--- config.mk ---
export PLATFORM = sky130hd
export DESIGN_NAME = inst_fetch_ctrl
export DESIGN_NICKNAME = d
export VERILOG_FILES = /design/src/rtl/cpu_defs.sv /design/src/rtl/inst_fetch_ctrl.sv
export SDC_FILE = /design/constraint.sdc
export NUM_CORES = 1
export LEC_CHECK = 0
export ABC_CLOCK_PERIOD_IN_PS = 6700
export CORE_UTILIZATION = 48
export DETAILED_ROUTE_END_ITERATION = 12
export PLACE_DENSITY = 0.84
export SLEW_MARGIN = 20
export SYNTH_ARGS = -nofsm -noshare
export SYNTH_HDL_FRONTEND = slang
export SYNTH_SLANG_ARGS = --single-unit
--- constraint.sdc ---
create_clock -name clk -period 6.7 [get_ports clk]
set_input_delay 1.675 -clock clk [delete_from_list [all_inputs] [get_ports clk]]
set_output_delay 1.675 -clock clk [all_outputs]
set_load 0.01 [all_outputs]
--- src/rtl/cpu_defs.sv ---
// Shared front-end definitions: reset PC, fetch FSM states, address/instruction types.
package cpu_defs;

    localparam logic [31:0] RESET_PC = 32'hBFC0_0000;

    typedef logic [31:0] addr_t;
    typedef logic [31:0] inst_t;

    typedef enum logic [1:0] {
        S_IDLE,
        S_REQ,
        S_WAIT,
        S_DISCARD
    } fetch_state_e;

endpackage

--- src/rtl/inst_fetch_ctrl.sv ---
// Instruction-fetch producer: owns the fetch PC, issues one fetch at a time on the
// SRAM-like instruction bus and writes returned instructions into the instruction FIFO.
// Build option: define FETCH_DUAL_EN for 64-bit aligned fetches that can write two
// instructions per response; without it every fetch yields a single instruction.
module inst_fetch_ctrl
    import cpu_defs::*;
(
    input  logic        clk,
    input  logic        rst,
    input  logic        redirect_valid,
    input  addr_t       redirect_pc,
    input  logic        fifo_full,
    output logic        inst_req,
    output addr_t       inst_addr,
    input  logic        inst_addr_ok,
    input  logic        inst_data_ok,
    input  logic [63:0] inst_rdata,
    output logic        write_en1,
    output logic        write_en2,
    output addr_t       write_address1,
    output addr_t       write_address2,
    output inst_t       write_data1,
    output inst_t       write_data2,
    output logic        fifo_rst
);

    fetch_state_e state, state_n;
    addr_t        pc;
    addr_t        req_pc;
    addr_t        addr_r;
    logic         kill, kill_n;
    logic         issue, accept, resp;

    // Bus address for a given fetch PC
    function automatic addr_t fetch_addr(input addr_t p);
`ifdef FETCH_DUAL_EN
        return {p[31:3], 3'b000};
`else
        return p;
`endif
    endfunction

    // PC following a completed fetch (wraps modulo 2^32)
    function automatic addr_t fetch_next(input addr_t p);
`ifdef FETCH_DUAL_EN
        return {p[31:3] + 29'd1, 3'b000};
`else
        return p + 32'd4;
`endif
    endfunction

    // FSM state register
    always_ff @(posedge clk) begin
        if (rst) begin
            state <= S_IDLE;
            kill  <= 1'b0;
        end else begin
            state <= state_n;
            kill  <= kill_n;
        end
    end

    // Next-state logic; kill remembers a redirect seen while a request was stalled
    always_comb begin
        state_n = state;
        kill_n  = kill;
        issue   = 1'b0;
        accept  = 1'b0;
        resp    = 1'b0;
        case (state)
            S_IDLE: begin
                if (!redirect_valid && !fifo_full && !write_en1 && !fifo_rst) begin
                    state_n = S_REQ;
                    issue   = 1'b1;
                end
            end
            S_REQ: begin
                if (inst_addr_ok) begin
                    accept  = 1'b1;
                    kill_n  = 1'b0;
                    state_n = (redirect_valid || kill) ? S_DISCARD : S_WAIT;
                end else if (redirect_valid) begin
                    kill_n = 1'b1;
                end
            end
            S_WAIT: begin
                if (inst_data_ok) begin
                    state_n = S_IDLE;
                    resp    = !redirect_valid;
                end else if (redirect_valid) begin
                    state_n = S_DISCARD;
                end
            end
            S_DISCARD: begin
                if (inst_data_ok) state_n = S_IDLE;
            end
            default: state_n = S_IDLE;
        endcase
    end

    // Fetch PC: redirect wins over sequential advance
    always_ff @(posedge clk) begin
        if (rst)                 pc <= RESET_PC;
        else if (redirect_valid) pc <= redirect_pc;
        else if (resp)           pc <= fetch_next(req_pc);
    end

    // Request address is captured at issue so a redirect cannot disturb a stalled request
    always_ff @(posedge clk) begin
        if (issue)  addr_r <= fetch_addr(pc);
        if (accept) req_pc <= pc;
    end

    // One-cycle FIFO pointer reset following a redirect
    always_ff @(posedge clk) begin
        if (rst) fifo_rst <= 1'b0;
        else     fifo_rst <= redirect_valid;
    end

    assign inst_req  = (state == S_REQ);
    assign inst_addr = inst_req ? addr_r : '0;

    // Primary write register, pulsed for one cycle after an accepted response
    always_ff @(posedge clk) begin
        if (rst) begin
            write_en1      <= 1'b0;
            write_address1 <= '0;
            write_data1    <= '0;
        end else if (resp) begin
            write_en1      <= 1'b1;
            write_address1 <= req_pc;
            write_data1    <= req_pc[2] ? inst_rdata[63:32] : inst_rdata[31:0];
        end else begin
            write_en1      <= 1'b0;
        end
    end

`ifdef FETCH_DUAL_EN
    // Second write slot: only when the fetch started on the even word of the pair
    always_ff @(posedge clk) begin
        if (rst) begin
            write_en2      <= 1'b0;
            write_address2 <= '0;
            write_data2    <= '0;
        end else if (resp) begin
            write_en2      <= !req_pc[2];
            write_address2 <= req_pc + 32'd4;
            write_data2    <= inst_rdata[63:32];
        end else begin
            write_en2      <= 1'b0;
        end
    end
`else
    assign write_en2      = 1'b0;
    assign write_address2 = '0;
    assign write_data2    = '0;
`endif

endmodule

Word-level counts from Yosys, hierarchy flattened
Index checks and enable logic that the tools add are counted.
{"block": "op_classes", "n_reduce_logical": 13, "add_sub_neg": 1, "n_eq_ne": 7, "muxes": 20}
{"op": "$mux W32", "count": 4}
{"op": "$add A32 B3 Y32 const B", "count": 1}
{"op": "$mux W1", "count": 10}
{"op": "$mux W2", "count": 5}
{"op": "$pmux W2 S4", "count": 1}
{"op": "$eq A2 B2 Y1 const B", "count": 2}
{"op": "$logic_not A1 Y1", "count": 4}
{"op": "$ne A2 B2 Y1 const B", "count": 2}
{"op": "$reduce_and A4 Y1", "count": 1}
{"op": "$reduce_bool A2 Y1", "count": 2}
{"op": "$logic_and A1 B1 Y1", "count": 3}
{"op": "$ne A3 B3 Y1 const B", "count": 1}
{"op": "$eq A2 B1 Y1 const B", "count": 1}
{"op": "$logic_not A2 Y1", "count": 1}
{"op": "$ne A2 B1 Y1 const B", "count": 1}
{"op": "$reduce_and A2 Y1", "count": 1}
{"op": "$logic_or A1 B1 Y1", "count": 1}
{"block": "totals", "reg_bits": 165, "inputBits": 102, "word_cells": 50}

Longest topological paths before layout
Gate-level depths: netlist (run 1).
{"block": "depth", "word_depth": 6, "depth_mapped": 7, "ltp_nobuf": 6}

Worst setup path after synthesis (run 1)
OpenSTA, ideal clock, no wires.
{"block": "synth_timing", "path_type": "in2reg", "from": "input port redirect_valid", "to": "register addr_r[0] (enable)", "slack_ns": 1.983, "cell_stages": 4, "arrival_time_ns": 4.256, "required_time_ns": 6.239, "n_path_buf": 1, "path_cell_list": "clkbuf_1 > nor2_1 > nand2_1 > nor3_1"}
{"block": "synth_via", "elab_chain_len": 6}
{"item": "start, declared", "line": "inst_fetch_ctrl.sv:10", "source": "input logic redirect_valid,"}
{"item": "$logic_not A1 Y1", "line": "inst_fetch_ctrl.sv:72", "source": "if (!redirect_valid && !fifo_full && !write_en1 && !fifo_rst) begin"}
{"item": "$logic_and A1 B1 Y1 (3 in a row)", "line": "inst_fetch_ctrl.sv:72"}
{"item": "$mux W1", "line": "inst_fetch_ctrl.sv:72"}
{"item": "$mux W1", "line": "inst_fetch_ctrl.sv:70", "source": "case (state)"}
{"item": "via issue", "line": "inst_fetch_ctrl.sv:32", "source": "logic issue, accept, resp;"}
{"item": "end signal, assigned", "line": "inst_fetch_ctrl.sv:110", "source": "if (issue) addr_r <= fetch_addr(pc);"}
{"item": "end, declared", "line": "inst_fetch_ctrl.sv:30", "source": "addr_t addr_r;"}
The timed path passes the listed nets, and every way through them passes these cells.
A chain may end at the register's enable or synchronous reset.

Worst setup path after layout (run 1)
{"block": "layout_timing", "from": "input port inst_data_ok", "to": "register write_data1[16]"}
{"block": "layout_via", "elab_chain_len": 2}
{"item": "start, declared", "line": "inst_fetch_ctrl.sv:16", "source": "input logic inst_data_ok,"}
{"item": "$mux W1", "line": "inst_fetch_ctrl.sv:87", "source": "if (inst_data_ok) begin"}
{"item": "$mux W1", "line": "inst_fetch_ctrl.sv:70"}
{"item": "end signal, assigned", "line": "inst_fetch_ctrl.sv:132", "source": "write_data1 <= req_pc[2] ? inst_rdata[63:32] : inst_rdata[31:0];"}
{"item": "end, declared", "line": "inst_fetch_ctrl.sv:22", "source": "output inst_t write_data1,"}
Every way passes these cells.

==> results.yml, run 1 <==
setup_path:
  startpoint_type: "primary input"
  path_class: "primary input to register"
  r2r_slack_ns: 3.57
  cp_slowest_cell: "nor2_4"
  cp.required_ns: 7.03
  r2r_end: "write_data1[16]"
  cp_max_fo: 41
  r2r-start: "state[1]"
  reg2reg_depth: 5
  path_cells: "clkdlybuf4s50_1 -> nand3b_1 -> nor2_4 -> buf_4 -> nor2_1 -> a211oi_1"
  cp-end-kind: "register"
  arrival_ns: 4.74
  crit_path_max_incr_delay_ns: 1.01
  cpLargestDelayFamily: "simple AND/OR/NAND/NOR gates"
  critPathBufInv: 2
floorplan:
  rows: 44
  start_util_pct: 49.5
  fp.dieW_microns: 125
  dieArea_sq_um: 15500
  pin_count: 266
  fp.dieH_microns: 125
  core_sq_um: 14600
layout:
  diodes: 0
  layout_commonest_cell: "clkdlybuf4s50_1"
  drive_gt1_share_pct: 5.53
  fin_cells: 1088
  multi_input_area_sq_um: 2860
  nets: 994
  fill_cells: 1192
  syn_to_final_growth_pct: 33.7
  regArea_sq_um: 3940
  layout_common_cells: "198 x clkdlybuf4s50_1, 101 x dfxtp_1, 91 x nand2_1"
cts:
  cts.sink_count: 165
  cts.clk_slew.worst_paths_ns: 0.06
  cts_buffer_depth: 2
  cts_resized: 0
  cts_max_level: 4
  post_cts_buffers: 0
  worstSkewPairLatency_ns: 0.43
  root_buffer: "clkbuf_16"
  hold_buffers: 0
  tritoncts: "built"
  cts_buffers: 17
timing:
  skew_ns: 0.00484
  hold_viol: 0
  min_period_ns: 4.41
  timing.slew.headroom_pct: 27.0
  clock.fmax_mhz: 227
  worstMarginPinSlew_ns: 1.10
  rsz0062_at_grt: "no"
  finalSetupTns_ns: 0
  min_period_over_period_pct: 65.8
  whs_ns: 0.452
  fin_ws_ns: 2.29
  drv_slew: 0
  finalSetupViolCount: 0
detailed_routing:
  viasPerCell: 5.17
  ant_nets: 0
  via_count: 5628
  drtIter0Drc: 394
  drc: 0
  drt-pass1-iter-count: 5
  wirelength_microns: 17500
  routedWlPerCell_microns: 16.0
placement:
  gp_congestion: 0.797
  io_buffers: 200
  post-dp-hpwl_microns: 11800
  dp_slack_ns: 1.84
  place_inst: 1056
synthesis:
  mappedNetlistArea_sq_um: 7220
  ys.warnings.count: 0
  synth_top_area_share_pct: 28.0
  ys_types: 45
  ys_async_sr_fraction_pct: 0
  synth_top_cell_by_area: "dfxtp_1"
  synthCells: 710
  synth-edff-count: 64
  ys_ff_latch: 165
  syn_area_per_cell_sq_um: 10.2
  ys.flop_type: "dfxtp_1"
  yosysSeqAreaShare_pct: 54.6
  synth_area_leaders: "dfxtp_1 28%, edfxtp_1 27%, buf_4 6.8%, mux2i_1 4.9%, nand2_1 4.7%"
global_route:
  antenna_found_initial: 0
  grt_overflow: 0
  grt_pass1_vias: 5311
  grt_first_pass_wirelength_microns: 27400
  grt_use_total_pct: 22.8
  grt_max_degree: 102
power:
  vdd_drop_max_mv: 0.174
  power.density_nw_per_um2: 233
  leakagePower_nw: 3.48
hold_path:
  hold_depth: 0
  hold_start: "pc[1]"
  whs_endpoint: "req_pc[1]"
  min_path_type: "register to register"
outcome:
  status: "finished, final reports clean"
run:
  cap_violations: 0
## cell families (layout without fill, tap and decap cells)
family | after synthesis | in the layout | share of synthesized area (%)
xor gates and xnor gates | 22 | 22 | 2.67
other | 1 | 65 | 0.0520
buffers and inverters | 111 | 241 | 9.43
DFF | 165 | 165 | 54.6
adders and majority gates | 1 | 1 | 0.173
muxes | 35 | 35 | 4.85
AOI/OAI and AO/OA | 134 | 134 | 11.8
and+or+nand+nor | 241 | 241 | 16.3
## through the flow
stage | total power, mW | area [sq um] | utilization, %
floorplan | 1.25 | 7460 | -
global placement | 1.33 | 9080 | 62.2
detailed placement | 1.34 | 9080 | 62.2
CTS | 2.26 | 9650 | 66.2
global route | 2.32 | 9650 | 66.2
finish | 2.25 | 9650 | 66.2
## final cells by class
class / count / share of cell area, %
repair buffers: 206 / 21.1
inverters: 3 / 0.117
multi-input cells: 498 / 29.6
well taps: 184 / 2.38
clock inverters: 11 / 0.713
clock buffers: 21 / 5.22
flip-flops and latches: 165 / 40.9
## where the power goes
group          internal [mW]  switching (mW)  leakage (nW)  total, mW
clock network          0.538           0.396         0.286      0.934
registers               1.08          0.0232          1.41       1.10
logic                  0.109           0.103          1.79      0.212
total                   1.73           0.522          3.48       2.25
## sequential cells by signal, summed over array words and instances (netlist names)
| name | cells |
|---|---|
| fifo_rst | 1 |
| pc | 32 |
| write_address1 | 32 |
| kill | 1 |
| addr_r | 32 |
| req_pc | 32 |
| write_data1 | 32 |
| state | 2 |
| write_en1 | 1 |
## synth_stat cells, types with 2 or more instances
| master | number |
|---|---|
| and2_1 | 34 |
| buf_1 | 2 |
| o32ai_1 | 2 |
| nor4_4 | 3 |
| a22oi_1 | 7 |
| o22ai_1 | 11 |
| nand2_1 | 91 |
| inv_1 | 3 |
| and3_1 | 5 |
| or3_1 | 2 |
| mux2i_1 | 35 |
| xor2_1 | 20 |
| edfxtp_1 | 64 |
| a211oi_1 | 34 |
| dfxtp_1 | 101 |
| o21ai_1 | 8 |
| and4_1 | 3 |
| nand4_1 | 9 |
| buf_2 | 16 |
| xnor2_1 | 2 |
| nand3_1 | 16 |
| a221oi_1 | 8 |
| o221ai_1 | 2 |
| nor2b_1 | 3 |
| o21ai_0 | 7 |
| a211o_1 | 2 |
| nor3_1 | 4 |
| buf_4 | 65 |
| nor2_1 | 64 |
| a21oi_1 | 48 |
| clkbuf_1 | 25 |
## metal layers
layer	up-vias	global-route usage, %	wire length (microns)
li1	2735	-	-
met1	2614	26.9	7070
met2	258	38.1	8610
met3	21	7.65	1470
met4	0	8.79	310
met5	-	0	0
## worst max-delay path by stage
stage | end | depth (start not counted) | from
2_1_floorplan | addr_r[0] | 4 | redirect_valid
3_3_place_gp | write_data1[31] | 6 | inst_data_ok
3_5_place_dp | write_data1[12] | 6 | inst_data_ok
4_1_cts | pc[18] | 5 | inst_data_ok
5_1_grt | write_data1[10] | 6 | inst_data_ok
6_report | write_data1[16] | 6 | inst_data_ok
(Power assumes the default switching activity.)
==> run 2, diff against run 1 <==
--- a/config.mk
+++ b/config.mk
@@ -5,10 +5,10 @@
 export SDC_FILE = /design/constraint.sdc
 export NUM_CORES = 1
 export LEC_CHECK = 0
-export ABC_CLOCK_PERIOD_IN_PS = 6700
-export CORE_UTILIZATION = 48
+export ABC_CLOCK_PERIOD_IN_PS = 4000
+export CORE_UTILIZATION = 40
 export DETAILED_ROUTE_END_ITERATION = 12
-export PLACE_DENSITY = 0.84
+export PLACE_DENSITY = 0.74
 export SLEW_MARGIN = 20
 export SYNTH_ARGS = -nofsm -noshare
 export SYNTH_HDL_FRONTEND = slang
==> constraint.sdc (replaced) <==
create_clock -name clk -period 4 [get_ports clk]
set_input_delay 1 -clock clk [delete_from_list [all_inputs] [get_ports clk]]
set_output_delay 1 -clock clk [all_outputs]
set_load 0.01 [all_outputs]
==> run 2 against run 1 <==
Effect of this change:
- wire length is 3.4% higher
- combinational power is 70% higher
- sequential share of layout area is 0.53 points lower
- non-clock buffer count is 4 higher
- core utilization is 10 points lower
- critical path type is now register to output pin
==> results.yml, run 2 (synthesis gave the netlist of run 1 again) <==
outcome:
  status: "finished, final reports clean"
global_route:
  grt_first_pass_wirelength_microns: 27500
  grt_pass1_vias: 5199
  grt_overflow: 0
  grt_max_degree: 73
  antenna_found_initial: 0
  grt_use_total_pct: 19.9
setup_path:
  cp.required_ns: 3.00
  worstSetupPathDepth: 4
  r2r-start: "state[1]"
  r2r_slack_ns: 1.65
  arrival_ns: 2.28
  path_class: "register to output pin"
  cpLargestDelayFamily: "buffers and inverters"
  path_cells: "nor2b_2 -> buf_4 -> and2_1 -> clkdlybuf4s50_1"
  r2r_end: "req_pc[12]"
  crit_path_max_incr_delay_ns: 0.53
  cp-end-kind: "output pin"
  startpoint_type: "register"
  crit_path_start: "state[1]"
  reg2reg_depth: 3
  worstSetupEndpoint: "inst_addr[21]"
  cp_max_fo: 24
  cp_slowest_cell: "clkdlybuf4s50_1"
  critPathBufInv: 2
cts:
  cts_buffers: 17
  root_buffer: "clkbuf_16"
  worstSkewPairLatency_ns: 0.42
  cts.clk_slew.worst_paths_ns: 0.06
  cts_buffer_depth: 2
  post_cts_buffers: 0
  cts_max_level: 4
  cts.sink_count: 165
  cts_resized: 0
  hold_buffers: 0
  tritoncts: "built"
hold_path:
  hold_start: "pc[3]"
  min_path_type: "register to register"
timing:
  finalSetupTns_ns: 0
  clock.fmax_mhz: 305
  worstMarginPinSlew_ns: 0.904
  skew_ns: 0.00673
  rsz0062_at_grt: "no"
  timing.slew.headroom_pct: 39.7
  drv_slew: 0
  fin_ws_ns: 0.718
  min_period_ns: 3.28
  hold_viol: 0
  min_period_over_period_pct: 82.1
  finalSetupViolCount: 0
layout:
  diodes: 0
  layout_common_cells: "198 x clkdlybuf4s50_1, 101 x dfxtp_1, 91 x nand2_1"
  drive_gt1_share_pct: 5.51
  layout_commonest_cell: "clkdlybuf4s50_1"
  stdcell_area_sq_um: 9780
  fin_cells: 1133
  syn_to_final_growth_pct: 35.5
  nets: 998
  fill_cells: 1543
placement:
  placed_area_sq_um: 9180
  place_inst: 1101
  gp_congestion: 0.803
  io_buffers: 200
  post-dp-hpwl_microns: 12700
  dp_slack_ns: 1.12
detailed_routing:
  drt-pass1-iter-count: 5
  drc: 0
  via_count: 5535
  ant_nets: 0
  wirelength_microns: 18100
  viasPerCell: 4.89
  routedWlPerCell_microns: 15.9
  drtIter0Drc: 238
floorplan:
  fp.dieH_microns: 136
  pin_count: 266
  core_sq_um: 17500
  rows: 48
  start_util_pct: 41.3
  fp.dieW_microns: 136
  dieArea_sq_um: 18600
power:
  power.density_nw_per_um2: 397
  totalPowerFinal_mw: 3.89
  vdd_drop_max_mv: 0.294
  leakagePower_nw: 3.50
run:
  cap_violations: 0
[run 2: cell count changes in the layout (fill, tap and decap cells not counted), sizes merged]
| cell | previous run | this run |
|---|---|---|
| buf | 8 | 12 |
| bufinv | 0 | 4 |
| clkinv | 8 | 4 |
| clkinvlp | 1 | 3 |
| inv | 5 | 3 |
[run 2: worst min-delay path by stage]
| stage | end | slack (ns) | cells after the start |
|---|---|---|---|
| 3_5_place_dp | addr_r[18] | 0.44 | 0 |
| 5_1_grt | addr_r[18] | 0.47 | 0 |
| 4_1_cts | req_pc[3] | 0.46 | 0 |
| 3_3_place_gp | req_pc[20] | 0.43 | 0 |
| 6_report | req_pc[3] | 0.45 | 0 |
| 2_1_floorplan | addr_r[0] | 0.43 | 0 |
[run 2: area by class of cell]
| type | instances | area (sq um) | share of cell area [%] |
|---|---|---|---|
| inverter | 3 | 11.3 | 0.115 |
| sequential | 165 | 3940 | 40.3 |
| tap | 225 | 282 | 2.88 |
| timing repair buffer | 210 | 2080 | 21.3 |
| clock buffer | 21 | 440 | 4.50 |
| multi-input combinational | 498 | 2860 | 29.3 |
| clock inverter | 11 | 160 | 1.64 |
[run 2: power by group]
group | total [mW] | switching, mW | internal [mW]
Sequential | 1.85 | 0.0385 | 1.81
Clock | 1.68 | 0.641 | 1.04
Combinational | 0.360 | 0.176 | 0.184
[run 2: worst reg2reg max path, delay by kind of cell, from the launching register on]
family / cells / cell delay [ns]
flops: 1 / 0.41
simple gates: 2 / 1.19
buf+inv: 1 / 0.35
[run 2: metal layers]
metal	GRT usage [%]	wire (microns)	vias up
li1	-	-	2738
met1	23.4	7240	2525
met2	33.6	8950	252
met3	6.79	1580	20
met4	7.04	282	0
met5	0	0	-
[run 2: per-stage QoR]
step                      utilization, %  hold WS [ns]
after floorplan                        -         0.425
after global placement              52.5         0.434
after detailed placement            52.5         0.439
after CTS                           56.0         0.455
after global routing                56.0         0.468
final                               56.0         0.451
==> run 3, diff against run 2 <==
--- a/config.mk
+++ b/config.mk
@@ -5,10 +5,10 @@
 export SDC_FILE = /design/constraint.sdc
 export NUM_CORES = 1
 export LEC_CHECK = 0
-export ABC_CLOCK_PERIOD_IN_PS = 4000
-export CORE_UTILIZATION = 40
+export ABC_CLOCK_PERIOD_IN_PS = 3400
+export CORE_UTILIZATION = 45
 export DETAILED_ROUTE_END_ITERATION = 12
-export PLACE_DENSITY = 0.74
+export PLACE_DENSITY = 0.79
 export SLEW_MARGIN = 20
 export SYNTH_ARGS = -nofsm -noshare
 export SYNTH_HDL_FRONTEND = slang
==> constraint.sdc (replaced) <==
create_clock -name clk -period 3.4 [get_ports clk]
set_input_delay 0.85 -clock clk [delete_from_list [all_inputs] [get_ports clk]]
set_output_delay 0.85 -clock clk [all_outputs]
set_load 0.01 [all_outputs]
==> run 3 against run 2 <==
Effect of this change:
- flip-flop and latch count stayed put
- hold slack better by 0.00061 ns
- combinational power increased by 19%
- sequential power is 17% higher
- via count increased by 1.5%
- non-clock buffer count grew 5
- core utilization is 7.8 points higher
- global-route usage grew 2.1 points
- register-to-register slack got worse by 0.22 ns
- largest cell class unchanged
- largest power group unchanged
==> results.yml, run 3 (synthesis gave the netlist of run 1 again) <==
setup_path:
  cp_max_fo: 22
  cp_slowest_cell: "clkdlybuf4s50_1"
  critPathBufInv: 2
  crit_path_max_incr_delay_ns: 0.57
  cp-end-kind: "output pin"
  path_cells: "nor2b_2 -> buf_4 -> and2_1 -> clkdlybuf4s50_1"
  cp.required_ns: 2.55
  startpoint_type: "register"
  arrival_ns: 2.00
  path_class: "register to output pin"
  cpLargestDelayFamily: "buffers and inverters"
timing:
  finalSetupViolCount: 0
  finalSetupTns_ns: 0
  hold_viol: 0
  clock.fmax_mhz: 351
  min_period_ns: 2.85
  timing.slew.headroom_pct: 55.7
  whs_ns: 0.452
  drv_slew: 0
  skew_ns: 0.00855
  rsz0062_at_grt: "no"
  worstMarginPinSlew_ns: 0.664
  min_period_over_period_pct: 83.7
layout:
  stdcell_area_sq_um: 9840
  syn_to_final_growth_pct: 36.4
  layout_common_cells: "198 x clkdlybuf4s50_1, 101 x dfxtp_1, 91 x nand2_1"
  diodes: 0
  drive_gt1_share_pct: 6.57
  layout_commonest_cell: "clkdlybuf4s50_1"
  nets: 1003
  fin_cells: 1124
power:
  power.density_nw_per_um2: 474
  vdd_drop_max_mv: 0.344
  leakagePower_nw: 3.56
floorplan:
  rows: 45
  dieArea_sq_um: 16600
  fp.dieW_microns: 129
  pin_count: 266
  fp.dieH_microns: 129
  start_util_pct: 46.8
  core_sq_um: 15400
hold_path:
  min_path_type: "register to register"
global_route:
  grt_max_degree: 59
  antenna_found_initial: 0
  grt_use_total_pct: 22.0
  grt_pass1_vias: 5211
  grt_first_pass_wirelength_microns: 27400
  grt_overflow: 0
cts:
  tritoncts: "built"
  worstSkewPairLatency_ns: 0.43
  cts.clk_slew.worst_paths_ns: 0.06
  post_cts_buffers: 0
  cts_resized: 0
  root_buffer: "clkbuf_16"
  cts_max_level: 4
  cts.sink_count: 165
  hold_buffers: 0
  cts_buffers: 17
  cts_buffer_depth: 2
detailed_routing:
  via_count: 5616
  wirelength_microns: 17700
  ant_nets: 0
  drc: 0
  routedWlPerCell_microns: 15.8
  drt-pass1-iter-count: 5
  viasPerCell: 5.00
  drtIter0Drc: 307
placement:
  gp_congestion: 0.825
  place_inst: 1092
  placed_area_sq_um: 9200
  io_buffers: 200
  post-dp-hpwl_microns: 12600
outcome:
  status: "finished, final reports clean"
run:
  cap_violations: 0
==> run 3: cell types whose count changed in the layout (fill, tap and decap cells not counted) <==
cell	previous run	this run
clkinvlp_4	3	1
clkinv_1	2	0
clkbuf_8	0	1
clkinv_2	2	3
buf_4	10	15
clkinv_4	0	3
clkbuf_16	17	18
inv_4	0	1
clkbuf_1	4	1
==> run 3: stage by stage <==
stage | worst slack (ns) | total power [mW] | util, %
floorplan | 0.487 | 2.46 | -
global placement | 0.807 | 2.64 | 59.6
detailed placement | 0.736 | 2.65 | 59.6
CTS | 0.501 | 4.70 | 63.8
global route | 0.404 | 4.83 | 63.8
finish | 0.554 | 4.67 | 63.8
==> run 3: report_power, final <==
part           total, mW  switching (mW)  internal [mW]
logic              0.427           0.205          0.223
clock network       2.07           0.774           1.29
registers           2.17          0.0475           2.13
==> run 3: layer usage <==
layer / up-vias / share of wire, % / track usage [%]
met5: - / 0 / 0
met4: 0 / 1.9 / 7.54
met3: 25 / 8.3 / 8.15
met2: 239 / 49 / 35.8
met1: 2595 / 41 / 26.8
li1: 2757 / - / -
==> run 3: path summary, 6_finish.rpt <==
kind / slack [ns] / to / cells past startpoint / startpoint
worst max-delay path: 0.55 / inst_addr[1] / 4 / state[0]
worst min-delay path: 0.45 / write_address1[5] / 2 / write_address1[5]
worst max register to register: 1.43 / pc[20] / 6 / req_pc[3]
worst min register to register: 0.45 / write_address1[5] / 2 / write_address1[5]
==> run 3: area by class of cell <==
cell class	count	area, sq um
Clock buffer	20	468
Clock inverter	12	175
Fill cell	1275	5580
Inverter	3	11.3
Multi-Input combinational cell	498	2860
Sequential cell	165	3940
Tap cell	211	264
Timing Repair Buffer	215	2120
==> run 3: worst register-to-register path: stages, from the launching register on <==
cell and delay (ns):
edfxtp_1 0.43, ha_1 0.26, nand2_1 0.13, nor4_4 0.49, nand4_1 0.14, a221oi_1 0.32
nor2_1 0.08
